===== config.mk =====
export PLATFORM = sky130hd
export DESIGN_NAME = main_fsm
export DESIGN_NICKNAME = d
export VERILOG_FILES = /design/src/rtl/main_fsm.sv
export SDC_FILE = /design/constraint.sdc
export NUM_CORES = 1
export LEC_CHECK = 0
export ABC_AREA = 1
export CORE_MARGIN = 2
export CORE_UTILIZATION = 46
export CTS_BUF_LIST = sky130_fd_sc_hd__clkbuf_4
export DETAILED_ROUTE_END_ITERATION = 6
export PLACE_DENSITY = 0.79
export RECOVER_POWER = 50
export SLEW_MARGIN = 10
export SYNTH_ARGS = -nofsm -noshare
export SYNTH_HDL_FRONTEND = slang
export SYNTH_SLANG_ARGS = --single-unit

===== constraint.sdc =====
create_clock -name clk -period 1.5 [get_ports clk]
set_clock_uncertainty 0.2 [all_clocks]
set_input_delay 0.3 -clock clk [delete_from_list [all_inputs] [get_ports clk]]
set_output_delay 0.3 -clock clk [all_outputs]
set_load 0.01 [all_outputs]

===== src/rtl/main_fsm.sv =====
// rtl/main_fsm.sv - Moore main state machine of the multicycle ARM control unit
//
// Sequences fetch/decode/memory/execute/writeback cycles from Op/Funct and drives
// the datapath selects plus the unconditional strobes NextPC/RegW/MemW/Branch,
// which condlogic later qualifies with CondEx. Also keeps a retired-instruction
// counter and a sticky illegal-opcode flag for debug.
//
// Ports:
//   clk, reset          clock; synchronous active-high reset
//   Op[1:0], Funct[5:0] instruction fields (sampled only in DECODE / MEMADR)
//   IRWrite, AdrSrc, ALUSrcA[1:0], ALUSrcB[1:0], ResultSrc[1:0], ALUOp
//                       datapath controls
//   NextPC, RegW, MemW, Branch
//                       unconditional write strobes
//   State[3:0]          current state encoding
//   InstrCount[CNT_W-1:0] instructions retired since reset (wraps)
//   Illegal             sticky, set on entering UNKNOWN

module main_fsm #(
    parameter int CNT_W = 32
) (
    input  logic             clk,
    input  logic             reset,
    input  logic [1:0]       Op,
    input  logic [5:0]       Funct,
    output logic             IRWrite,
    output logic             AdrSrc,
    output logic [1:0]       ALUSrcA,
    output logic [1:0]       ALUSrcB,
    output logic [1:0]       ResultSrc,
    output logic             ALUOp,
    output logic             NextPC,
    output logic             RegW,
    output logic             MemW,
    output logic             Branch,
    output logic [3:0]       State,
    output logic [CNT_W-1:0] InstrCount,
    output logic             Illegal
);

    typedef enum logic [3:0] {
        S_FETCH   = 4'd0,
        S_DECODE  = 4'd1,
        S_MEMADR  = 4'd2,
        S_MEMRD   = 4'd3,
        S_MEMWB   = 4'd4,
        S_MEMWR   = 4'd5,
        S_EXECR   = 4'd6,
        S_EXECI   = 4'd7,
        S_ALUWB   = 4'd8,
        S_BRANCH  = 4'd9,
        S_UNKNOWN = 4'd10
    } state_t;

    typedef struct packed {
        logic       irwrite;
        logic       adrsrc;
        logic [1:0] alusrca;
        logic [1:0] alusrcb;
        logic [1:0] resultsrc;
        logic       aluop;
        logic       nextpc;
        logic       regw;
        logic       memw;
        logic       branch;
    } ctrl_t;

    state_t state_q;
    state_t state_d;
    ctrl_t  ctrl_q;

    // Control word for a state; UNKNOWN and the unreachable codes give all zeros,
    // so no write strobe can ever be raised from them.
    function automatic ctrl_t decode_state(input state_t s);
        ctrl_t c;
        c = '0;
        case (s)
            S_FETCH: begin
                c.irwrite   = 1'b1;
                c.nextpc    = 1'b1;
                c.alusrca   = 2'b01;
                c.alusrcb   = 2'b10;
                c.resultsrc = 2'b10;
            end
            S_DECODE: begin
                c.alusrca   = 2'b01;
                c.alusrcb   = 2'b10;
                c.resultsrc = 2'b10;
            end
            S_MEMADR: begin
                c.alusrca   = 2'b00;
                c.alusrcb   = 2'b01;
            end
            S_MEMRD: begin
                c.adrsrc    = 1'b1;
                c.resultsrc = 2'b00;
            end
            S_MEMWB: begin
                c.resultsrc = 2'b01;
                c.regw      = 1'b1;
            end
            S_MEMWR: begin
                c.adrsrc    = 1'b1;
                c.memw      = 1'b1;
            end
            S_EXECR: begin
                c.alusrca   = 2'b00;
                c.alusrcb   = 2'b00;
                c.aluop     = 1'b1;
            end
            S_EXECI: begin
                c.alusrca   = 2'b00;
                c.alusrcb   = 2'b01;
                c.aluop     = 1'b1;
            end
            S_ALUWB: begin
                c.resultsrc = 2'b00;
                c.regw      = 1'b1;
            end
            S_BRANCH: begin
                c.alusrca   = 2'b10;
                c.alusrcb   = 2'b01;
                c.resultsrc = 2'b10;
                c.branch    = 1'b1;
            end
            default: c = '0;
        endcase
        return c;
    endfunction

    always_comb begin
        state_d = S_FETCH;
        case (state_q)
            S_FETCH:  state_d = S_DECODE;
            S_DECODE: begin
                case (Op)
                    2'b00:   state_d = Funct[5] ? S_EXECI : S_EXECR;
                    2'b01:   state_d = S_MEMADR;
                    2'b10:   state_d = S_BRANCH;
                    default: state_d = S_UNKNOWN;
                endcase
            end
            S_MEMADR: state_d = Funct[0] ? S_MEMRD : S_MEMWR;
            S_MEMRD:  state_d = S_MEMWB;
            S_EXECR:  state_d = S_ALUWB;
            S_EXECI:  state_d = S_ALUWB;
            default:  state_d = S_FETCH;
        endcase
    end

    // Outputs are registered from the next-state decode, so they always equal
    // decode_state(state_q) while avoiding combinational output paths.
    always_ff @(posedge clk) begin
        if (reset) begin
            state_q    <= S_FETCH;
            ctrl_q     <= decode_state(S_FETCH);
            InstrCount <= '0;
            Illegal    <= 1'b0;
        end else begin
            state_q <= state_d;
            ctrl_q  <= decode_state(state_d);
            if (state_q == S_MEMWB || state_q == S_MEMWR ||
                state_q == S_ALUWB || state_q == S_BRANCH) begin
                InstrCount <= InstrCount + {{(CNT_W-1){1'b0}}, 1'b1};
            end
            if (state_d == S_UNKNOWN) begin
                Illegal <= 1'b1;
            end
        end
    end

    assign State     = state_q;
    assign IRWrite   = ctrl_q.irwrite;
    assign AdrSrc    = ctrl_q.adrsrc;
    assign ALUSrcA   = ctrl_q.alusrca;
    assign ALUSrcB   = ctrl_q.alusrcb;
    assign ResultSrc = ctrl_q.resultsrc;
    assign ALUOp     = ctrl_q.aluop;
    assign NextPC    = ctrl_q.nextpc;
    assign RegW      = ctrl_q.regw;
    assign MemW      = ctrl_q.memw;
    assign Branch    = ctrl_q.branch;

endmodule


==> flow_metrics.tcl <==
set metrics [dict create \
    status "finished, violations left" \
    violations "negative setup slack" \
    critPathArrivalTime_ps 1950 \
    met3_usage_pct 5.450 \
    critPathLaunchType "register" \
    worst_pin_slew_ps 315.8 \
    synthFlopType "dfxtp_1" \
    postSynthAreaPerCell_sq_um 6.830 \
    n_fill_cell 234 \
    fin_crit_sh_pct 124.4 \
    crit_path_frequent_cell "nand2_4" \
    drtPass1Iterations 5 \
    netlist.area_leader.share_pct 39.48 \
    grt_busiest_layer "met2" \
    dieArea_sq_mm 0.005774 \
    antenna_found_initial 0 \
    path_max_fanout 4 \
    io_buffer_count 55 \
    design.core.area_sq_mm 0.005042 \
    synthCells 349 \
    instances_no_fill 573 \
    die_x_um 75.99 \
    cts_made_buffers 5 \
    dp_hpwl_um 4842 \
    min-delay-start "InstrCount[3]$_SDFFE_PP0P_" \
    crit_chain "buf_6 -> nand2_4 -> nand2_4 -> nor2_4 -> buf_6 -> nand2_4 -> nor3_4 -> buf_4 -> nand3_2 -> nand2_1 -> nor2_1" \
    synth_edf_count 0 \
    setup-violations-final 48 \
    rr_startpoint "State[3]$_SDFF_PP0_" \
    final_util_pct 85.36 \
    grt_max_degree 24 \
    critical_path_required_ps 1590 \
    hold_viol 0 \
    drt_wl_total_um 10280 \
    rows 26 \
    drv_cap 0 \
    peakVddDrop_mv 0.5962 \
    end_kind "register" \
    areaGrowthSynthToFinish_pct 80.58 \
    num_vias 3170 \
    fmax_mhz 535.9 \
    final_layout_size_suffix_gt1_share_pct 55.86 \
    leakage_nw 1.966 \
    power.total_mw 2.869 \
    first_global_vias 2812 \
    yosysUniqueCellTypes 29 \
    clk_pin_slew_ps 140 \
    place_inst 524 \
    cp_top_family "simple AND/OR/NAND/NOR gates" \
    yosysSeqAreaShare_pct 39.48 \
    worst_slack_ps -365.9 \
    global_route.usage.total_pct 26.76 \
    clockBufferDepth 2 \
    ys_async_sr_fraction_pct 0 \
    start_util_pct 47.27 \
    synth_common_cells "71 x nand2_1, 68 x nor2_1, 52 x inv_1, 47 x dfxtp_1, 26 x nand3_1" \
    worst-r2r-setup-slack_ps -370 \
    via_per_inst 5.532 \
    min_to "InstrCount[3]$_SDFFE_PP0P_" \
    clock_latency_ps 380 \
    diodes 0 \
    r2r_cells 11 \
    whs_path_depth 1 \
    period_needed_ps 1866 \
    remaining_drc_errors 0 \
    die_y_um 75.99 \
    hold_class "reg -> reg" \
    cpMaxStageDelayCell "dfxtp_4" \
    synthesis.nets 360 \
    ios 60 \
    fin_nets 513 \
    cp_slowest_stage_delay_ps 380 \
    slew_viol_final 0 \
    syn_area_sq_mm 0.002384 \
    routabilityCongestion 0.9072 \
    path_class "reg -> reg" \
    synth_area_leaders "dfxtp_1 39%, nand2_1 11%, nor2_1 11%" \
    cts_tree "built" \
    yosysTopAreaCell "dfxtp_1" \
    cp.buffers_inverters 3 \
    pwr_density_cell_mw_per_mm2 666.5 \
    grt_overflow_total 0 \
    rsz0062_at_grt "true" \
    cts-root-buf "clkbuf_4" \
    wire_per_inst_um 17.95 \
    synth_most_common_cell "nand2_1" \
    yosys_warnings 0 \
    cts.sinks 47 \
    grt_first_pass_wirelength_um 12710 \
    ant_nets 0 \
    use_met2_pct 47.59 \
    reg2reg_to "InstrCount[22]$_SDFFE_PP0P_" \
    htreeDepth 2 \
    initialDrtViolationCount 311 \
    grt_util_met1_pct 30.83 \
    max_slew_margin_pct 78.79 \
    ys_ff_latch 47 \
]
flip-flops by register name (all words and copies together), names as in the netlist:
register	cells
InstrCount	32
ALUOp	1
Illegal	1
MemW	1
ALUSrcA	2
ResultSrc	2
ALUSrcB	1
State	4
RegW	1
AdrSrc	1
NextPC	1
cell type report:
class / count / area (sq um) / area share (%)
inverters: 53 / 216.5 / 5.029
flip-flops and latches: 47 / 1025 / 23.81
clock buffers: 6 / 45.04 / 1.047
clock inverters: 2 / 60.06 / 1.395
well taps: 70 / 87.58 / 2.035
repair buffers: 153 / 1287 / 29.91
multi-input cells: 242 / 1583 / 36.77
cells by family after synthesis:
family	count (synthesis)	share of synthesized area, %
simple gates	204	41.15
buf+inv	61	10.39
flops	47	39.47
compound gates	33	7.349
xor+xnor	3	1.103
fa+ha+maj	1	0.5249
worst max-delay path by stage:
| stage | to | cells after the start | from |
|---|---|---|---|
| floorplan | InstrCount[16]$_SDFFE_PP0P_ | 8 | InstrCount[1]$_SDFFE_PP0P_ |
| global placement | Illegal$_SDFFE_PP0N_ | 9 | Op[1] |
| detailed placement | Illegal$_SDFFE_PP0N_ | 9 | Op[1] |
| CTS | InstrCount[15]$_SDFFE_PP0P_ | 10 | State[3]$_SDFF_PP0_ |
| global route | InstrCount[22]$_SDFFE_PP0P_ | 11 | State[3]$_SDFF_PP0_ |
| finish | InstrCount[22]$_SDFFE_PP0P_ | 11 | State[3]$_SDFF_PP0_ |
cells in the final DEF (no fill, tap or decap), types with 2 or more instances in the layout:
cell,synthesis,final
buf_4,3,73
clkdlybuf4s15_1,0,13
nor2_2,3,13
dfxtp_1,47,10
buf_2,0,6
nand3_2,3,11
nand3_4,1,7
o21a_1,3,3
a31oi_1,2,2
nor3_1,5,2
a21oi_2,0,4
o21ai_2,0,7
a21oi_1,15,11
inv_1,52,40
clkbuf_4,0,6
nand4_1,12,12
nand2_1,71,51
xor2_1,3,3
clkbuf_2,0,19
nor3_2,0,3
clkdlybuf4s50_1,0,5
nand3_1,26,12
nand2_4,3,12
inv_2,1,8
nand2_2,2,12
bufinv_16,0,2
dfxtp_2,0,22
inv_4,0,4
buf_12,0,2
nor2_1,68,52
o21ai_0,10,4
dfxtp_4,0,15
buf_6,1,34
nor2_4,6,13
layer usage:
metal	share of wire [%]	vias up	wire length, um
met3	8.0	64	818
met2	49	241	4997
met4	5.5	0	567
met5	0	-	0
li1	-	1408	-
met1	38	1457	3899
worst register-to-register path, cell delays in order, from the launching register on:
cell and delay [ps]:
dfxtp_4 380, buf_6 130, nand2_4 60, nand2_4 50
nor2_4 180, buf_6 130, nand2_4 50, nor3_4 250
buf_4 160, nand3_2 60, nand2_1 90, nor2_1 50
power breakdown:
part	switching, mW	internal [mW]	total (mW)
Sequential	0.0292	1.27	1.30
Clock	0.436	0.538	0.974
Combinational	0.319	0.278	0.597
stage by stage:
stage               hold WS (ps)  TNS (ps)  area, sq um  setup WS, ps
global placement           264.7     -2881         3460        -238.5
CTS                        292.9     -4002         3919        -176.0
floorplan                  184.1    -478.6         2422        -79.23
detailed placement         254.5     -4449         3460        -278.0
global route               316.2     -9922         4304        -387.7
finish                     294.3     -7870         4304        -365.9
repair_timing:
item | in CTS | in global routing
pin swaps | 24 | 47
buffers inserted | 23 | 19
setup endpoints to repair | 84 | 90
gates resized for setup | 184 | 162
cloned | 1 | 0
hold buffers | 0 | 0
Power figures use the tool's default switching activity.
